[config.mk]
export PLATFORM = sky130hd
export DESIGN_NAME = seq_mult_engine
export DESIGN_NICKNAME = d
export VERILOG_FILES = /design/src/rtl/seq_mult_engine.sv
export SDC_FILE = /design/constraint.sdc
export NUM_CORES = 1
export LEC_CHECK = 0
export ABC_AREA = 0
export ABC_CLOCK_PERIOD_IN_PS = 2400
export CAP_MARGIN = 20
export CORE_MARGIN = 1.5
export CORE_UTILIZATION = 30
export CTS_CLUSTER_DIAMETER = 150
export DETAILED_ROUTE_END_ITERATION = 8
export PLACE_DENSITY = 0.6
export SYNTH_ARGS = -nofsm -noshare
export SYNTH_HDL_FRONTEND = slang
export SYNTH_SLANG_ARGS = --single-unit
[constraint.sdc]
create_clock -name clk -period 2.4 [get_ports clk]
set_clock_uncertainty 0.15 [all_clocks]
set_input_delay 0.6 -clock clk [delete_from_list [all_inputs] [get_ports clk]]
set_output_delay 0.6 -clock clk [all_outputs]
set_load 0.05 [all_outputs]
[src/rtl/seq_mult_engine.sv]
// seq_mult_engine: iterative unsigned shift-add multiplier answering a start/done handshake
module seq_mult_engine #(
  parameter int WIDTH = 8,
  parameter int CW = 4
) (
  input  logic               clk,
  input  logic               rst,
  input  logic               eng_start,
  input  logic [WIDTH-1:0]   a_in,
  input  logic [WIDTH-1:0]   b_in,
  output logic               eng_done,
  output logic [2*WIDTH-1:0] product
);
  typedef enum logic {IDLE, BUSY} state_t;
  state_t state;
  logic armed;
  logic [2*WIDTH-1:0] mcand, acc, acc_nxt;
  logic [WIDTH-1:0] mplier;
  logic [CW-1:0] counter;
  always_comb acc_nxt = mplier[0] ? acc + mcand : acc;
  assign eng_done = state == IDLE;
  always_ff @(posedge clk) begin
    if (rst) begin
      state   <= IDLE;
      armed   <= 1'b1;
      product <= '0;
      counter <= '0;
      acc     <= '0;
      mcand   <= '0;
      mplier  <= '0;
    end else if (state == IDLE) begin
      if (!eng_start) armed <= 1'b1;
      else if (armed) begin
        mcand   <= {{WIDTH{1'b0}}, a_in};
        mplier  <= b_in;
        acc     <= '0;
        counter <= '0;
        armed   <= 1'b0;
        state   <= BUSY;
      end
    end else begin
      acc     <= acc_nxt;
      mcand   <= mcand << 1;
      mplier  <= mplier >> 1;
      counter <= counter + CW'(1);
      if (counter == CW'(WIDTH - 1)) begin
        product <= acc_nxt;
        state   <= IDLE;
      end
    end
  end
endmodule

After elaboration in Yosys (flattened, before gate mapping)
Cells that the tools add are included.
Storage, ports and cells
  flip-flop bits (word level): 62
  output and inout bits: 17
  logic and storage cells: 37
Cells by class
  add/subtract/negate cells: 2
  bitwise logic cells: 1
  mux-type cells: 18
  equal/unequal tests: 1
  reductions and logical operators: 6
Operators by type and width (number)
  16-bit two-way mux: 7
  7-bit two-way mux: 3
  16-bit adder: 1
  4-bit two-way mux: 3
  2-bit AND reduction: 3
  1-bit two-way mux: 5
  4-bit by 1-bit adder with 4-bit output (second input constant): 1
  4-bit by 3-bit equality test with 1-bit output (second input constant): 1
  2-bit nonzero test: 2
  2-bit OR reduction: 1
  1-bit NOT: 1

Logic depth before layout (Yosys ltp)
  depth in word-level cells: 3
  mapped depth: 8
  mapped depth without buffers: 8

Worst setup path after synthesis
OpenSTA, ideal clock, no wires.
  path kind: register to register
  start point: register mcand[0]
  end point: register product[12]
  setup slack: 0 ps
  library setup time: 132 ps
  arrival time: 2118 ps
  stages on the path, launching flop included: 9
  path buffers: 0
  clock period less this slack: 2400 ps
  cell sequence: dfxtp_1 > ha_1 > fa_1 > a21o_1 > a221oi_2 > o211ai_1 > and3b_1 > o311ai_0 > a21oi_1
Between the ends
  cells in the longest elaborated chain, start to end: 2
RTL lines
  start, declared: line 17  | logic [2*WIDTH-1:0] mcand, acc, acc_nxt;
  start signal, assigned: line 34  | mcand <= {{WIDTH{1'b0}}, a_in};
  start signal, assigned: line 43  | mcand <= mcand << 1;
  16-bit adder: line 20  | always_comb acc_nxt = mplier[0] ? acc + mcand : acc;
  16-bit two-way mux: line 20
  end signal, assigned: line 47  | product <= acc_nxt;
  end, declared: line 12  | output logic [2*WIDTH-1:0] product
No other way between the ends.
A chain may end at the register's enable or synchronous reset.

Worst setup path in the final report
  start point: register mcand[6]
  end point: register acc[15]
Between the ends
  cells in the longest elaborated chain, start to end: 3
RTL lines
  16-bit adder: line 20
  16-bit two-way mux: line 20
  16-bit two-way mux: line 31  | end else if (state == IDLE) begin
  end signal, assigned: line 42  | acc <= acc_nxt;
  end, declared: line 17
No other way between the ends.

==> results.md <==
- Worst Hold Slack: around 0.3 ns
- Post-synth EDFFs: 0
- Largest net degree at the start of global routing: 55
- Synth cell types: 56
- Commonest cells after routing, fill and taps aside: 73 x a21oi_1, 59 x dfxtp_1, 45 x nor2_1
- Synthesized area: roughly 0.0034 mm2
- Startpoint types: register
- Multi-input gate area: between 0.002 and 0.0025 mm2
- Reg clk slew, reported paths: roughly 0.050 ns
- Setup-failing EPs final: 0
- Complex-gate fraction of the synthesized area: 0.236
- Synth Area in Adders: 0.0646
- CTS buffer count: 9
- Routed wire length: between 8000 and 9000 um
- Top sig layer: met4
- Most common cell after layout, fill and taps aside: a21oi_1
- Max Cap Viol: 0
- Core ar.: about 0.011 mm2
- Effective utilization at floorplan: 0.310
- Setup TNS: 0 ns
- Antenna Cells: 0
- Nets: between 500 and 600
- Mux contribution to synthesized area: 0.0349
- Reg area: about 0.0012 mm2
- CTS tree: yes
- Max frequency: 0.428 GHz
- Fin crit share: 0.973
- Worst path arrival time: approximately 2.4 ns
- WL met3: just under 400 um
- Count of TritonRoute iterations in the first routing pass: 4
- Min-delay worst type: register to register
- Die area: around 0.012 mm2
- Crit-path max FO: 4
- Vias per inst: around 5.2
- Largest family of logic cells by synthesized area: compound AO/OA/AOI/OAI gates
- Final cell count without fillers: about 630
- Synth Area in XOR/XNOR: 0.0257
- CTS Sinks: 62
- CP Class: register to register
- Outcome: finished, final reports clean
- Final core occ: 0.410
- Pwr Total: around 0.0027 W
- Vias in the first global route: approximately 3200
- Cells after DPL: around 600
- M1 WL: 4040 um
- Ys flop type: dfxtp_1
- Clock buffer depth: 2
- Vias: about 3300
- Fin crit period: between 2 and 2.5 ns
- Worst path required time: around 2.5 ns
- Dpl hpwl: around 6200 um
- Hold Fails Final Rpt: 0
- Initial antenna violation count: 0
- Met2 wire len: 4410 um
- Lkg Pwr: 1.81 nW
- Area growth from synthesis to layout: 32.1%
- Worst-Margin Slew: 0.586 ns
- Register area share after synthesis: 0.364
- CTS HTree Levels: 3
- Buffers on Ports: 35
- I/O pins: 36
- Power Density: slightly above 600 mW/mm2
- Crit path capture type: register
- Synthesized instance count: approximately 440
- Avg Synthesized Cell Area: 7.84 um2
- Num rows: 38
- Congestion Overflow GR: 0
- Placer congestion estimate: roughly 0.9
- Fillers: around 1100
- Starting DRC count in detailed routing: 177
- Headroom to the max-slew limit: 0.609
- Die Width: between 100 and 150 um
- Asr flop ratio synth: 0
- GRT Util Overall: 0.157
- VDD IR-drop max: between 0.0002 and 0.0003 V
- Synthesis-stage register bit count: 62
- Routed WL per cell: between 10 and 15 um
- Clk_lat worst skew: roughly 0.33 ns
- Number of max-slew violations in the final report: 0
- Ys Warns: 0
- Antenna viol nets, final: 0
- Clock root buffer: clkbuf_16
- DRC Markers: 0
- Global-route wire length before repair: about 15000 um
- Simple-Gate Fraction of Synth Area: 0.228
- Layout cells sized above 1: 0.177
- Unrepaired setup endpoints after global routing: yes
- Vert. Die Dim: between 100 and 150 um
- Syn_nets: approximately 470
[state kept, by name, summed over array words and instances, names as in the netlist]
signal / cells
acc: 16
product: 16
mplier: 8
state: 1
mcand: 16
armed: 1
counter: 4
[logic make-up (layout without fill, tap and decap cells)]
kind of cell | after synthesis | after routing
simple gates | 162 | 162
fa+ha+maj | 17 | 17
mux | 11 | 11
xor+xnor | 10 | 10
flops | 62 | 62
buf+inv | 41 | 91
compound gates | 132 | 132
[where the power goes]
part / internal (W) / total, W / switching (W)
clock: 0.000911 / 0.00139 / 0.000481
sequential: 0.00106 / 0.00108 / 0.0000203
combinational: 0.000116 / 0.000281 / 0.000165
total: 0.00208 / 0.00275 / 0.000666
[cell usage after synthesis, drive strengths merged, types with 6 or more instances]
library cell / count / share of area
inv: 9 / 0.0099
a21oi: 75 / 0.11
nor2: 45 / 0.050
ha: 16 / 0.059
o21ai: 17 / 0.025
nor3: 14 / 0.024
clkbuf: 26 / 0.029
and3: 17 / 0.031
mux2: 7 / 0.023
buf: 6 / 0.0081
nand3: 23 / 0.034
nand2: 44 / 0.049
dfxtp: 62 / 0.36
[stage by stage]
stage	worst slack (ns)	instance area [um2]
3_5_place_dp	-0.0555	4060
3_3_place_gp	-0.0451	4060
6_report	0.0646	4500
5_1_grt	-0.0593	4500
2_1_floorplan	0.0428	3420
4_1_cts	0.0167	4390
[critical path: stages, from the launching register on]
cell	delay, ns
dfxtp_1	0.35
ha_1	0.33
a21oi_1	0.22
o211a_1	0.25
or3_4	0.17
a21boi_1	0.10
or4_1	0.53
a31oi_1	0.16
[worst paths after layout]
| check | start | end | slack, ns | depth (start not counted) |
|---|---|---|---|---|
| worst max-delay path | mcand[6] | acc[15] | 0.06 | 7 |
| worst min-delay path | product[4] | product[4] | 0.31 | 2 |
| worst max register to register | mcand[6] | acc[15] | 0.06 | 7 |
| worst min register to register | product[4] | product[4] | 0.31 | 2 |
[layout make-up]
type / count / area share
inverters: 9 / 0.00750
clock inverters: 7 / 0.0220
repair buffers: 66 / 0.131
multi-input cells: 332 / 0.474
flip-flops and latches: 62 / 0.276
clock buffers: 9 / 0.0500
well taps: 140 / 0.0389
[routing by layer]
metal,up-vias,GRT usage
li1,1644,-
met1,1535,0.190
met2,66,0.270
met3,11,0.0314
met4,0,0.0649
met5,-,0
[timing repair]
action | 4_1_cts | 5_1_grt
resized for setup | 6 | 20
pin swaps | 4 | 7
setup buffers | 0 | 1
endpoints found under the setup margin | 5 | 14
hold buffers | 0 | 0
(Power assumes the default switching activity.)
